$ cat src/rtl/apb_slave_regs.sv
// APB register bank: ID, WAIT, SCRATCH, COUNT and general-purpose words.
// A programmable number of wait states is inserted before pready.
//
// Handshake: a transfer starts with one setup cycle (psel & ~penable).
// It completes on the edge where psel, penable and pready are all high.
// Dropping psel before that edge aborts it with no side effects.
module apb_slave_regs #(
    parameter int unsigned           ADDR_WIDTH = 32,
    parameter int unsigned           DATA_WIDTH = 32,
    parameter int unsigned           NUM_REGS   = 8,
    parameter logic [ADDR_WIDTH-1:0] BASE_ADDR  = '0,
    parameter logic [3:0]            WAIT_RST   = 4'd2,
    parameter logic [DATA_WIDTH-1:0] ID_VALUE   = 32'hA9B0_0001
) (
    input  logic                    pclk_i,
    input  logic                    prst_i,
    input  logic [ADDR_WIDTH-1:0]   paddr_i,
    input  logic [2:0]              pprot_i,
    input  logic                    psel_i,
    input  logic                    penable_i,
    input  logic                    pwrite_i,
    input  logic [DATA_WIDTH-1:0]   pwdata_i,
    input  logic [DATA_WIDTH/8-1:0] pstrb_i,
    output logic                    pready_o,
    output logic [DATA_WIDTH-1:0]   prdata_o,
    output logic                    pslverr_o
);

    localparam int unsigned           IDX_W  = $clog2(NUM_REGS);
    localparam int unsigned           STRB_W = DATA_WIDTH / 8;
    localparam logic [ADDR_WIDTH-1:0] SPAN   = ADDR_WIDTH'(4 * NUM_REGS);

    localparam logic [IDX_W-1:0] IDX_ID    = IDX_W'(0);
    localparam logic [IDX_W-1:0] IDX_WAIT  = IDX_W'(1);
    localparam logic [IDX_W-1:0] IDX_COUNT = IDX_W'(3);

    typedef enum logic {
        S_IDLE   = 1'b0,
        S_ACCESS = 1'b1
    } state_t;

    state_t                              state_q, state_d;
    logic [3:0]                          cnt_q, cnt_d;
    logic                                err_q, err_d;
    logic                                wr_q, wr_d;
    logic [IDX_W-1:0]                    idx_q, idx_d;
    logic [DATA_WIDTH-1:0]               prdata_q, prdata_d;
    logic [3:0]                          wait_q, wait_d;
    logic [DATA_WIDTH-1:0]               count_q, count_d;
    // Slots 2 and 4..NUM_REGS-1 hold data. Slots 0, 1 and 3 are never written
    // because those registers live in ID_VALUE, wait_q and count_q instead.
    logic [NUM_REGS-1:0][DATA_WIDTH-1:0] regs_q, regs_d;

    logic [ADDR_WIDTH-1:0] addr_off;
    logic [IDX_W-1:0]      addr_idx;
    logic                  in_range;
    logic                  setup_err;
    logic [DATA_WIDTH-1:0] rd_val;
    logic                  ready;
    logic                  unused_prot;

    // Only the privilege bit of pprot matters to this bank.
    assign unused_prot = ^pprot_i[2:1];

    // pready depends only on state and cnt, never on the APB inputs.
    assign ready     = (state_q == S_ACCESS) && (cnt_q == 4'd0);
    assign pready_o  = ready;
    assign pslverr_o = err_q & ready;
    assign prdata_o  = prdata_q;

    // Byte-wise merge: byte k takes new data only when its strobe is set.
    function automatic logic [DATA_WIDTH-1:0] byte_merge(
        input logic [DATA_WIDTH-1:0] old_v,
        input logic [DATA_WIDTH-1:0] wdata,
        input logic [STRB_W-1:0]     strb
    );
        logic [DATA_WIDTH-1:0] res;
        res = old_v;
        for (int k = 0; k < STRB_W; k++) begin
            if (strb[k]) begin
                res[8*k +: 8] = wdata[8*k +: 8];
            end
        end
        return res;
    endfunction

    // Decode the current address: range check, access error and read value.
    always_comb begin
        addr_off  = paddr_i - BASE_ADDR;
        addr_idx  = addr_off[IDX_W+1:2];
        in_range  = (addr_off < SPAN);
        setup_err = !in_range ||
                    (pwrite_i && ((addr_idx == IDX_ID) || (addr_idx == IDX_COUNT) ||
                                  ((addr_idx == IDX_WAIT) && !pprot_i[0])));
        rd_val = '0;
        case (addr_idx)
            IDX_ID:    rd_val = ID_VALUE;
            IDX_WAIT:  rd_val = DATA_WIDTH'(wait_q);
            IDX_COUNT: rd_val = count_q;
            default:   rd_val = regs_q[addr_idx];
        endcase
    end

    // FSM next state: latch the transfer at setup, count wait states,
    // then commit on completion or drop everything on abort.
    always_comb begin
        state_d  = state_q;
        cnt_d    = cnt_q;
        err_d    = err_q;
        wr_d     = wr_q;
        idx_d    = idx_q;
        prdata_d = prdata_q;
        wait_d   = wait_q;
        count_d  = count_q;
        regs_d   = regs_q;
        case (state_q)
            S_IDLE: begin
                if (psel_i && !penable_i) begin
                    state_d  = S_ACCESS;
                    cnt_d    = wait_q;
                    err_d    = setup_err;
                    wr_d     = pwrite_i;
                    idx_d    = addr_idx;
                    prdata_d = setup_err ? '0 : rd_val;
                end
            end
            S_ACCESS: begin
                if (!psel_i) begin
                    state_d = S_IDLE;
                end else if (penable_i) begin
                    if (ready) begin
                        state_d = S_IDLE;
                        count_d = count_q + DATA_WIDTH'(1);
                        if (wr_q && !err_q) begin
                            if (idx_q == IDX_WAIT) begin
                                if (pstrb_i[0]) begin
                                    wait_d = pwdata_i[3:0];
                                end
                            end else begin
                                regs_d[idx_q] = byte_merge(regs_q[idx_q], pwdata_i, pstrb_i);
                            end
                        end
                    end else begin
                        cnt_d = cnt_q - 4'd1;
                    end
                end
            end
            default: state_d = S_IDLE;
        endcase
    end

    // State and register file; reset wins over any transfer in flight.
    always_ff @(posedge pclk_i) begin
        if (prst_i) begin
            state_q  <= S_IDLE;
            cnt_q    <= 4'd0;
            err_q    <= 1'b0;
            wr_q     <= 1'b0;
            idx_q    <= '0;
            prdata_q <= '0;
            wait_q   <= WAIT_RST;
            count_q  <= '0;
            regs_q   <= '0;
        end else begin
            state_q  <= state_d;
            cnt_q    <= cnt_d;
            err_q    <= err_d;
            wr_q     <= wr_d;
            idx_q    <= idx_d;
            prdata_q <= prdata_d;
            wait_q   <= wait_d;
            count_q  <= count_d;
            regs_q   <= regs_d;
        end
    end

endmodule

$ cat config.mk
export PLATFORM = sky130hd
export DESIGN_NAME = apb_slave_regs
export DESIGN_NICKNAME = d
export VERILOG_FILES = /design/src/rtl/apb_slave_regs.sv
export SDC_FILE = /design/constraint.sdc
export NUM_CORES = 1
export LEC_CHECK = 0
export BUFFER_PORTS_ARGS = -buffer_cell sky130_fd_sc_hd__buf_2
export CAP_MARGIN = 20
export CORE_ASPECT_RATIO = 1.4
export CORE_UTILIZATION = 23
export CTS_CLUSTER_DIAMETER = 50
export DETAILED_ROUTE_END_ITERATION = 7
export PLACE_DENSITY = 0.39
export SYNTH_ARGS = -nofsm -noshare
export SYNTH_HDL_FRONTEND = slang
export SYNTH_SLANG_ARGS = --single-unit
$ cat constraint.sdc
create_clock -name pclk_i -period 4.4 [get_ports pclk_i]
set_input_delay 0.66 -clock pclk_i [delete_from_list [all_inputs] [get_ports pclk_i]]
set_output_delay 0.66 -clock pclk_i [all_outputs]
set_load 0.02 [all_outputs]
-- After elaboration in Yosys (flattened, before gate mapping)
Index checks and enable logic that the tools add are counted.
- word-level logic and storage cells: 99
- input port bits: 76
- register bits: 334
- $lt $le $gt $ge: 4
- bitwise operators: 3
- muxes and demuxes: 47
- add/sub/neg operators: 2
- reduce and logical (&&, ||, !) cells: 20
- equality and inequality tests: 7
- operators with widths (cell ; count):
    256-bit bitwise mux ; 1
    8-bit two-way mux ; 28
    32-bit binary-select mux with 3-bit select ; 2
    32-bit two-way mux ; 4
    32-bit demux with 3-bit select ; 1
    32-bit one-hot mux with 3 select lines ; 1
    32-bit by 1-bit adder with 32-bit output (second input constant) ; 1
    32-bit by 6-bit less-than comparator with 1-bit output (second input constant) ; 1
    4-bit two-way mux ; 4
    3-bit by 4-bit less-than comparator with 1-bit output (second input constant) ; 2
    2-bit != test (second input constant) ; 4
    4-bit one-hot mux with 2 select lines ; 1
    4-bit AND reduction ; 2
    7-bit AND reduction ; 1
    3-bit by 1-bit == test with 1-bit output (second input constant) ; 2
    1-bit logical AND ; 6
    6-bit AND reduction ; 1
    1-bit logical NOT ; 4
    4-bit logical NOT ; 1
    1-bit two-way mux ; 4
    4-bit by 1-bit subtractor with 4-bit output (second input constant) ; 1
    3-bit by 2-bit == test with 1-bit output (second input constant) ; 1
    3-bit by 1-bit greater-or-equal comparator with 1-bit output (second input constant) ; 1
    3-bit logical NOT ; 1
    other kinds (5) ; 8

-- Logic depth before layout (Yosys ltp)
Gate-level depths: netlist (run 1).
- depth after elaboration: 10
- depth in mapped cells: 10
- depth with buffers taken out: 7

-- Worst setup path after synthesis (run 1)
No wires, ideal clock.
- kind: input -> register
- start: in penable_i
- end: reg regs_q[64] in the netlist's numbering
- setup slack: 2.244 ns
- data arrival time: 2.022 ns
- data required time: 4.265 ns
- stages: 7
- path through: buf_2 nand2_1 or4_1 clkbuf_1 clkbuf_1 nand3_1 o21ai_0
- word-level cells in the longest chain between the ends: 1
- ends and longest elaborated chain (element ; line ; source):
    start, declared ; 20 ; input logic penable_i,
    6-bit AND reduction (no source line) ; - ;
    end signal, assigned ; 173 ; regs_q <= regs_d;
    end, declared ; 52 ; logic [NUM_REGS-1:0][DATA_WIDTH-1:0] regs_q, regs_d;
No other way between the ends.
A chain may end at the register's enable or synchronous reset.

-- Worst setup path in the final report (run 1)
- start: reg state_q
- end: out pslverr_o
- word-level cells in the longest chain between the ends: 2
- ends and longest elaborated chain (element ; line ; source):
    start, declared ; 42 ; state_t state_q, state_d;
    start signal, assigned ; 165 ; state_q <= state_d;
    1-bit logical AND ; 66 ; assign ready = (state_q == S_ACCESS) && (cnt_q == 4'd0);
    1-bit bitwise AND ; 68 ; assign pslverr_o = err_q & ready;
    end, declared ; 26 ; output logic pslverr_o
No other way between the ends.

==> results of run 1 <==
-- registers in the layout (all words and copies together), names as in the netlist --
name / flops
count_q: 32
prdata_o: 32
idx_q: 3
regs_q: 256
err_q: 1
state_q: 1
wr_q: 1
cnt_q: 4
wait_q: 4
-- per-stage QoR --
step                      utilization  area [µm²]  hold slack (ns)
after floorplan                     -       16150           0.4274
after global placement         0.2533       17520           0.4438
after detailed placement       0.2533       17520           0.4518
after CTS                      0.2737       18930           0.3349
after global routing           0.2737       18930           0.3771
final                          0.2737       18930           0.3521
-- power groups by stage --
stage	combinational (W)	clock, W	sequential (W)
after floorplan	0.000313	0	0.00310
after global placement	0.000494	0	0.00311
after detailed placement	0.000495	0	0.00311
after CTS	0.000496	0.00369	0.00305
after global routing	0.000529	0.00379	0.00305
final	0.000491	0.00358	0.00305
-- cell usage in the layout (no fill, tap or decap), types with 8 or more instances in the layout --
| cell type | n |
|---|---|
| a221oi_1 | 67 |
| a22oi_1 | 38 |
| clkbuf_8 | 11 |
| mux2i_1 | 172 |
| mux4_2 | 15 |
| nand4_1 | 14 |
| a21oi_1 | 38 |
| a31oi_1 | 31 |
| and2_1 | 14 |
| nand3_1 | 171 |
| o211ai_1 | 19 |
| o21ai_0 | 162 |
| o311ai_0 | 14 |
| o31ai_1 | 8 |
| a211oi_1 | 54 |
| nand2_1 | 146 |
| nor2b_1 | 42 |
| clkbuf_16 | 43 |
| buf_4 | 40 |
| inv_1 | 47 |
| mux2_2 | 15 |
| nor4_1 | 14 |
| dfxtp_1 | 332 |
| buf_2 | 103 |
| nand2b_1 | 28 |
| nor2_1 | 85 |
| and4_1 | 8 |
| or2_2 | 9 |
| or3_1 | 8 |
| o41ai_1 | 13 |
| or4_1 | 8 |
| o22ai_1 | 25 |
-- cells by family after synthesis --
logic type / synth area share
and+or+nand+nor: 0.1854
buffers and inverters: 0.05664
muxes: 0.1380
AOI/OAI and AO/OA: 0.1991
adders and majority gates: 0.002325
xor gates and xnor gates: 0.004339
DFF: 0.4141
-- synth_stat cells, types with 16 or more instances --
cell | count | area share
a211oi_1 | 54 | 0.025
a21oi_1 | 38 | 0.012
a221oi_1 | 67 | 0.036
a22oi_1 | 38 | 0.018
a31oi_1 | 31 | 0.012
buf_2 | 41 | 0.013
clkbuf_1 | 110 | 0.026
dfxtp_1 | 334 | 0.41
inv_1 | 48 | 0.011
mux2i_1 | 172 | 0.11
nand2_1 | 147 | 0.034
nand2b_1 | 28 | 0.011
nand3_1 | 173 | 0.054
nor2_1 | 86 | 0.020
nor2b_1 | 44 | 0.017
nor4_1 | 16 | 0.0062
o211ai_1 | 19 | 0.0088
o21ai_0 | 162 | 0.050
o22ai_1 | 25 | 0.0097
-- metal layers --
layer,track usage,share of wire,up-vias
met5,0,0.00052,-
met4,0.05767,0.029,6
met3,0.03011,0.048,104
met2,0.2933,0.49,362
met1,0.2130,0.43,7007
li1,-,-,6863
-- worst max path at each step --
stage | start | end | slack, ns | depth (start not counted)
global route | state_q | pslverr_o | 1.07 | 5
finish | state_q | pslverr_o | 1.25 | 5
floorplan | penable_i | regs_q[64] | 2.24 | 7
detailed placement | psel_i | regs_q[78] | 1.33 | 6
global placement | psel_i | regs_q[69] | 1.36 | 6
CTS | state_q | pslverr_o | 1.22 | 5
-- area by class of cell --
type	count	area [µm²]
clock buffers	61	1254
clock inverters	12	158.9
fillers	7360	50240
inverters	48	182.7
multi-input cells	1286	8579
flip-flops and latches	334	6691
well taps	928	1161
repair buffers	148	907.1
-- worst min-delay path, cell delays in order --
cell     delay [ns]
buf_2          0.11
nand2_1        0.05
a21oi_1        0.05
==> results.py, run 1 <==
metrics = {
    "sta": {
        "setup_viol": 0,
        "rsz0062_at_grt": "no",
        "fmax_mhz": 317.2,
        "hold_viol_final": 0,
        "worst_pin_slew_ns": 1.085,
        "drv_slew": 0,
        "final.min_clock_period_ns": 3.153,
        "post-route-period-util": 0.7165,
        "setup_tns_ns": 0,
        "finalWorstSetupSlack_ns": 1.247,
        "finClkSkew_ns": 0.01431,
        "maxSlewHeadroom": 0.2737,
    },
    "pwr": {
        "power_w": 0.007116,
        "seq_power_share": 0.428,
        "power.share.switching": 0.2506,
        "power_frac_clock": 0.503,
        "powerDensity_nw_per_um2": 375.8,
        "p_switching_w": 0.001783,
        "p_leak_nw": 6.321,
        "irDropWorstVdd_v": 0.0002093,
        "combPwrFrac": 0.069,
        "intPower_w": 0.005333,
    },
    "route": {
        "drtIter0Drc": 1075,
        "ant_nets": 0,
        "drtPass1Iterations": 5,
        "routedWlPerCell_um": 21.76,
        "vias_per_cell": 5.091,
        "vias": 14340,
        "drt_wl_total_mm": 61.30,
        "drcViolationCount": 0,
    },
    "worst_setup_path": {
        "worstReg2RegStart": "state_q",
        "max_stage_delay_ns": 0.63,
        "cp-end-kind": "output pin",
        "required_ns": 3.74,
        "arrival_ns": 2.49,
        "r2r_cells": 6,
        "cp_cell_sequence": "nand4bb_1 > buf_4 > inv_1 > and2_1 > buf_2",
        "rrSetupSlack_ns": 1.40,
        "critPathBufInv": 3,
        "rr_endpoint": "count_q[30]",
        "crit_fanout": 16,
        "path_delay_family": "buffers and inverters",
        "cp_slowest_cell": "dfxtp_1",
        "startpoint_type": "flop",
        "crit_type": "flop to output pin",
    },
    "cts": {
        "cts_root_buffer": "clkbuf_16",
        "cts_tree": "built",
        "cts.sinks": 334,
        "cts_resized": 0,
        "post_cts_buffers": 0,
        "ctsLongestPathBuffers": 3,
        "cts-hold-fix-buffers": 0,
        "cts_max_level": 2,
        "clk_pin_slew_ns": 0.06,
        "insertion_delay_ns": 0.56,
        "cts_buffers": 42,
    },
    "logic_synthesis": {
        "syn_area_um2": 16150,
        "postSynth.asyncResetShare": 0,
        "synth_fp_nets": 1920,
        "ys.flop_type": "dfxtp_1",
        "synth_cell_types": 63,
        "ys_ff_latch": 334,
        "yosysWarnings": 0,
        "synth_edf_count": 0,
        "syn_avg_cell_area_um2": 8.771,
        "synth.yosys.seq_area_share": 0.4141,
        "syn_inst": 1841,
    },
    "status": {
        "status": "finished clean",
    },
    "min_path": {
        "min_path_type": "input port to flop",
        "min_to": "wr_q",
        "min_delay_path_depth": 3,
        "hp-start": "pwrite_i",
    },
    "cells_and_area": {
        "fin_nets": 1939,
        "n_antenna_cell": 0,
        "drive_gt1_frac": 0.1456,
        "final_cells": 2817,
        "synthToLayoutAreaGrowth_pct": 17.26,
    },
    "place": {
        "pre_cts_ws_ns": 1.331,
        "io_buffers": 105,
        "dp_hpwl_mm": 38.54,
        "placed_cells": 2744,
        "place_congestion": 0.7782,
    },
    "floorplan": {
        "die_area_um2": 71280,
        "dieWidth_um": 225.9,
        "fp-row-count": 114,
        "initial_utilization": 0.2334,
        "core_area_um2": 69180,
        "fp.dieH_um": 315.5,
        "pin_count": 110,
    },
    "grt": {
        "grt_start_max_net_pins": 92,
        "overflow": 0,
        "grt_pass1_vias": 13800,
        "grt_pass1_wl_mm": 91.26,
        "antenna_found_initial": 3,
        "grtUsageTotal": 0.1705,
    },
    "run": {
        "drv_cap": 0,
    },
}
Note: power is estimated with default switching activity, not from simulation.
==> run 2: changes to the inputs <==
Settings changed: ABC_AREA set to 1.
Clock period 4.4 ns to 3.13 ns, I/O delays scaled along.
==> run 2 against run 1 <==
Critical path depth grew 3. Register-to-register slack worse by 0.62 ns. Flip-flop and latch count unchanged. Sequential power rose by 40%. Synthesized area rose by 2.5%. Via count grew 15%. Global-route usage up 0.82 points. Largest cell class unchanged. Die area grew 2.5%. Sequential share of layout area decreased by 1.0 points. Synthesized cell count rose by 38%.
==> results.py, run 2 <==
metrics = {
    "status": {
        "status": "finished clean",
    },
    "cts": {
        "clk_pin_slew_ns": 0.05,
        "insertion_delay_ns": 0.56,
        "ctsLongestPathBuffers": 3,
        "cts_tree": "built",
        "cts_root_buffer": "clkbuf_16",
        "post_cts_buffers": 0,
        "cts-hold-fix-buffers": 0,
        "cts_max_level": 2,
        "cts_resized": 0,
        "cts_buffers": 41,
        "cts.sinks": 334,
    },
    "route": {
        "drt_wl_total_mm": 66.19,
        "routedWlPerCell_um": 18.64,
        "ant_nets": 0,
        "vias_per_cell": 4.636,
        "vias": 16460,
        "drcViolationCount": 0,
        "drtIter0Drc": 1172,
        "drtPass1Iterations": 5,
    },
    "logic_synthesis": {
        "syn_avg_cell_area_um2": 6.526,
        "synth.yosys.seq_area_share": 0.4039,
        "yosysTopAreaCellShare": 0.4039,
        "ys.flop_type": "dfxtp_1",
        "syn_inst": 2537,
        "syn_area_um2": 16560,
        "postSynth.asyncResetShare": 0,
        "synth_edf_count": 0,
        "synth_common_cells": "nand2_1, dfxtp_1, a21oi_1, inv_1, o21ai_0",
        "yosysMostFrequentCell": "nand2_1",
        "synthTopCellsByArea": "dfxtp_1, nand2_1, a21oi_1",
        "yosysWarnings": 0,
        "synth_cell_types": 33,
        "synth_fp_nets": 2616,
        "ys_ff_latch": 334,
        "yosysTopAreaCell": "dfxtp_1",
    },
    "grt": {
        "grt_pass1_wl_mm": 99.61,
        "grt_pass1_vias": 15620,
        "grtUsageTotal": 0.1787,
        "overflow": 0,
        "antenna_found_initial": 2,
        "grt_start_max_net_pins": 133,
    },
    "place": {
        "place_congestion": 0.8600,
        "dp_hpwl_mm": 41.60,
        "io_buffers": 105,
    },
    "cells_and_area": {
        "fillers": 7949,
        "multiInputGateArea_um2": 8180,
        "largest_reg_flops": 256,
        "largest_register": "regs_q",
        "synthToLayoutAreaGrowth_pct": 17.68,
        "n_antenna_cell": 0,
        "final_common_cell": "nand2_1",
        "drive_gt1_frac": 0.1082,
        "mostFrequentLayoutCells": "nand2_1, dfxtp_1, a21oi_1",
        "regArea_um2": 6690,
        "fin_util": 0.2728,
        "fin_nets": 2656,
    },
    "pwr": {
        "p_switching_w": 0.002685,
        "irDropWorstVdd_v": 0.0002686,
        "power_frac_clock": 0.483,
        "power.share.switching": 0.2679,
        "combPwrFrac": 0.090,
        "seq_power_share": 0.427,
        "powerDensity_nw_per_um2": 514.5,
        "p_leak_nw": 8.380,
        "intPower_w": 0.007337,
    },
    "sta": {
        "maxSlewHeadroom": 0.3216,
        "final.min_clock_period_ns": 2.346,
        "post-route-period-util": 0.7495,
        "fmax_mhz": 426.2,
        "finClkSkew_ns": 0.02571,
        "worst_pin_slew_ns": 1.018,
        "setup_viol": 0,
        "drv_slew": 0,
        "rsz0062_at_grt": "no",
        "hold_viol_final": 0,
        "setup_tns_ns": 0,
    },
    "floorplan": {
        "initial_utilization": 0.2318,
        "pin_count": 110,
        "fp-row-count": 116,
        "dieWidth_um": 228.8,
        "core_area_um2": 71410,
        "die_area_um2": 73070,
        "fp.dieH_um": 319.5,
    },
    "worst_setup_path": {
        "crit_type": "flop to flop",
        "cp-end-kind": "flop",
        "crit_fanout": 24,
        "startpoint_type": "flop",
        "required_ns": 3.60,
        "arrival_ns": 2.82,
    },
    "min_path": {
        "min_path_type": "input port to flop",
    },
    "run": {
        "drv_cap": 0,
    },
}
==> run 2: cell types whose count changed after synthesis, sizes merged, moves of 44 or more <==
cell,delta
mux2i,-172
nor2b,-44
a211oi,-50
a21oi,+294
nand2,+616
o211ai,+78
nand3,-114
a221oi,-67
nor2,+104
o21ai,+50
inv,+221
==> run 2: layout make-up <==
class                   instances  share of cell area
clock buffers                  59             0.06345
clock inverters                14            0.006294
inverters                     270             0.05228
multi-input cells            1770              0.4199
flip-flops and latches        334              0.3434
well taps                     944             0.06063
repair buffers                160             0.05407
==> run 2: path summary, 6_finish.rpt <==
path | from | to | slack [ns] | cells after the start
setup / recovery | state_q | prdata_o[10] | 0.78 | 8
setup reg to reg | state_q | prdata_o[10] | 0.78 | 8
hold / removal | penable_i | state_q | 0.13 | 2
hold reg to reg | regs_q[58] | regs_q[58] | 0.43 | 2
==> run 2: critical path, cell delays in order, from the launching register on <==
cell	delay, ns
dfxtp_1	0.39
inv_2	0.20
nand3_4	0.10
nor2_1	0.12
nand2_2	0.11
nor2_8	0.20
and2_1	0.83
nand2_1	0.15
a21oi_1	0.17
==> run 2: cell families (layout without fill, tap and decap cells) <==
kind of cell | Yosys count | in the layout | share of synthesized area
flip-flops | 334 | 334 | 0.4039
XOR/XNOR | 7 | 7 | 0.003703
buffers and inverters | 433 | 503 | 0.1040
adder cells (fa/ha/maj) | 3 | 3 | 0.002267
AO/OA/AOI/OAI | 670 | 670 | 0.2197
AND/OR/NAND/NOR | 1090 | 1090 | 0.2665
==> run 2: power by group through the flow <==
stage / registers [W] / logic [W] / clock network, W
2_1_floorplan: 0.00436 / 0.000545 / 0
3_3_place_gp: 0.00438 / 0.000912 / 0
3_5_place_dp: 0.00438 / 0.000911 / 0
4_1_cts: 0.00428 / 0.000912 / 0.00501
5_1_grt: 0.00428 / 0.000994 / 0.00515
6_report: 0.00428 / 0.000902 / 0.00484
==> run 2: routing by layer <==
metal  share of wire  GRT usage  vias up
li1                -          -     8270
met2            0.49     0.3190      448
met4           0.022    0.04937        2
met1            0.44     0.2242     7647
met3           0.042    0.02095       94
met5         0.00012          0        -
==> run 2: stage by stage <==
step / instance area (µm²) / setup WS [ns] / power (W) / cells / hold WS (ns)
6_report: 19480 / 0.7839 / 0.01002 / 3551 / 0.1339
3_3_place_gp: 18120 / 0.5962 / 0.005287 / 3478 / 0.4188
5_1_grt: 19480 / 0.5050 / 0.01043 / 3551 / 0.1512
2_1_floorplan: 16560 / 1.239 / 0.004907 / 2537 / 0.4096
3_5_place_dp: 18120 / 0.5485 / 0.005286 / 3478 / 0.4210
4_1_cts: 19480 / 0.6836 / 0.01021 / 3551 / 0.1046
==> run 3: changes to the inputs <==
Clock period 3.13 ns to 2.2 ns, I/O delays scaled along.
==> run 3 against run 2 <==
Worst setup slack worse by 0.62 ns. Sequential share of layout area down 0.68 points. Via count up 0.63%. Sequential power up 42%. Largest cell class unchanged.
==> results.py, run 3 (synthesis gave the netlist of run 2 again) <==
metrics = {
    "sta": {
        "setup_tns_ns": 0,
        "worst_pin_slew_ns": 0.7104,
        "drv_slew": 0,
        "finalWorstSetupSlack_ns": 0.1687,
        "post-route-period-util": 0.9233,
        "maxSlewHeadroom": 0.5259,
        "final.min_clock_period_ns": 2.031,
        "rsz0062_at_grt": "no",
        "fmax_mhz": 492.3,
        "finClkSkew_ns": 0.02235,
        "hold_viol_final": 0,
        "setup_viol": 0,
    },
    "pwr": {
        "p_leak_nw": 8.557,
        "irDropWorstVdd_v": 0.0004457,
        "powerDensity_nw_per_um2": 723.1,
    },
    "cells_and_area": {
        "largest_reg_flops": 256,
        "mostFrequentLayoutCells": "nand2_1, dfxtp_1, a21oi_1",
        "fin_nets": 2680,
        "final_common_cell": "nand2_1",
        "fin_area_um2": 19880,
        "final_cells": 3573,
        "drive_gt1_frac": 0.1145,
        "multiInputGateArea_um2": 8180,
        "n_antenna_cell": 0,
        "largest_register": "regs_q",
        "fillers": 8026,
        "synthToLayoutAreaGrowth_pct": 20.06,
        "regArea_um2": 6690,
    },
    "place": {
        "io_buffers": 105,
        "dp_hpwl_mm": 42.77,
        "place_congestion": 0.8639,
        "dpl-instance-area_um2": 18530,
        "pre_cts_ws_ns": 0.1931,
        "placed_cells": 3501,
    },
    "worst_setup_path": {
        "arrival_ns": 1.70,
        "crit_type": "flop to output pin",
        "crit_fanout": 4,
        "cp-end-kind": "output pin",
        "required_ns": 1.87,
        "startpoint_type": "flop",
    },
    "floorplan": {
        "dieWidth_um": 228.8,
        "die_area_um2": 73070,
        "pin_count": 110,
        "core_area_um2": 71410,
        "initial_utilization": 0.2318,
        "fp-row-count": 116,
        "fp.dieH_um": 319.5,
    },
    "grt": {
        "grt_start_max_net_pins": 83,
        "grtUsageTotal": 0.1788,
        "antenna_found_initial": 3,
        "overflow": 0,
        "grt_pass1_vias": 15460,
        "grt_pass1_wl_mm": 99.19,
    },
    "cts": {
        "ctsLongestPathBuffers": 3,
        "cts_root_buffer": "clkbuf_16",
        "cts_buffers": 41,
        "cts.sinks": 334,
        "cts_resized": 0,
        "cts_tree": "built",
        "cts_max_level": 2,
        "clk_pin_slew_ns": 0.06,
        "insertion_delay_ns": 0.57,
    },
    "route": {
        "vias": 16570,
        "drtPass1Iterations": 5,
        "routedWlPerCell_um": 18.66,
        "vias_per_cell": 4.636,
        "drcViolationCount": 0,
        "drt_wl_total_mm": 66.69,
        "drtIter0Drc": 1400,
        "ant_nets": 0,
    },
    "status": {
        "status": "finished clean",
    },
    "min_path": {
        "min_path_type": "input port to flop",
    },
    "run": {
        "drv_cap": 0,
    },
}
-- run 3: changes by cell type in the layout (fill, tap and decap cells not counted), sizes merged --
cell,before,now
clkbuf,59,53
buf,160,183
clkinvlp,3,1
inv,272,274
clkinv,8,9
bufinv,1,4
dlygate4sd3,0,1
-- run 3: final cells by class --
type,count,area share
Multi-Input combinational cell,1770,0.4115
Sequential cell,334,0.3366
Timing Repair Buffer,184,0.07415
Tap cell,944,0.05942
Clock buffer,53,0.05590
Inverter,270,0.05124
Clock inverter,18,0.01120
-- run 3: layer usage --
layer	global-route usage	vias to the layer above	share of wire
li1	-	8320	-
met1	0.2278	7747	0.44
met2	0.3160	417	0.49
met3	0.02354	77	0.048
met4	0.04310	4	0.019
met5	0	-	0.00033
-- run 3: through the flow --
step | total power [W] | util | hold WS (ns)
after floorplan | 0.006981 | - | 0.4096
after global placement | 0.007586 | 0.2595 | 0.4181
after detailed placement | 0.007583 | 0.2595 | 0.4220
after CTS | 0.01460 | 0.2784 | 0.03017
after global routing | 0.01492 | 0.2784 | 0.06384
final | 0.01437 | 0.2784 | 0.05277
-- run 3: path summary, 6_finish.rpt --
kind              start          end  slack [ns]  cells after the start
max            cnt_q[0]     pready_o        0.17                      5
min reg2reg  regs_q[55]   regs_q[55]        0.43                      2
max reg2reg    cnt_q[0]  count_q[26]        0.20                     11
min              psel_i      state_q        0.05                      3
-- run 3: what timing repair did --
item,in CTS,in global routing
setup buffers,0,0
hold buffers,1,0
hold endpoints to repair,1,0
endpoints found under the setup margin,0,0
-- run 3: worst max-delay path, stage by stage (launching register included) --
cell and delay [ns]:
dfxtp_1 0.31, inv_1 0.11, ha_1 0.19, nand3_1 0.10, nor2_1 0.22, buf_2 0.22
-- run 3: where the power goes --
part	leakage (nW)	total [W]	internal (W)	switching [W]
Combinational	5.21	0.00135	0.000389	0.000965
Sequential	2.69	0.00608	0.00606	0.0000196
Clock	0.655	0.00694	0.00406	0.00288
Total	8.56	0.0144	0.0105	0.00386
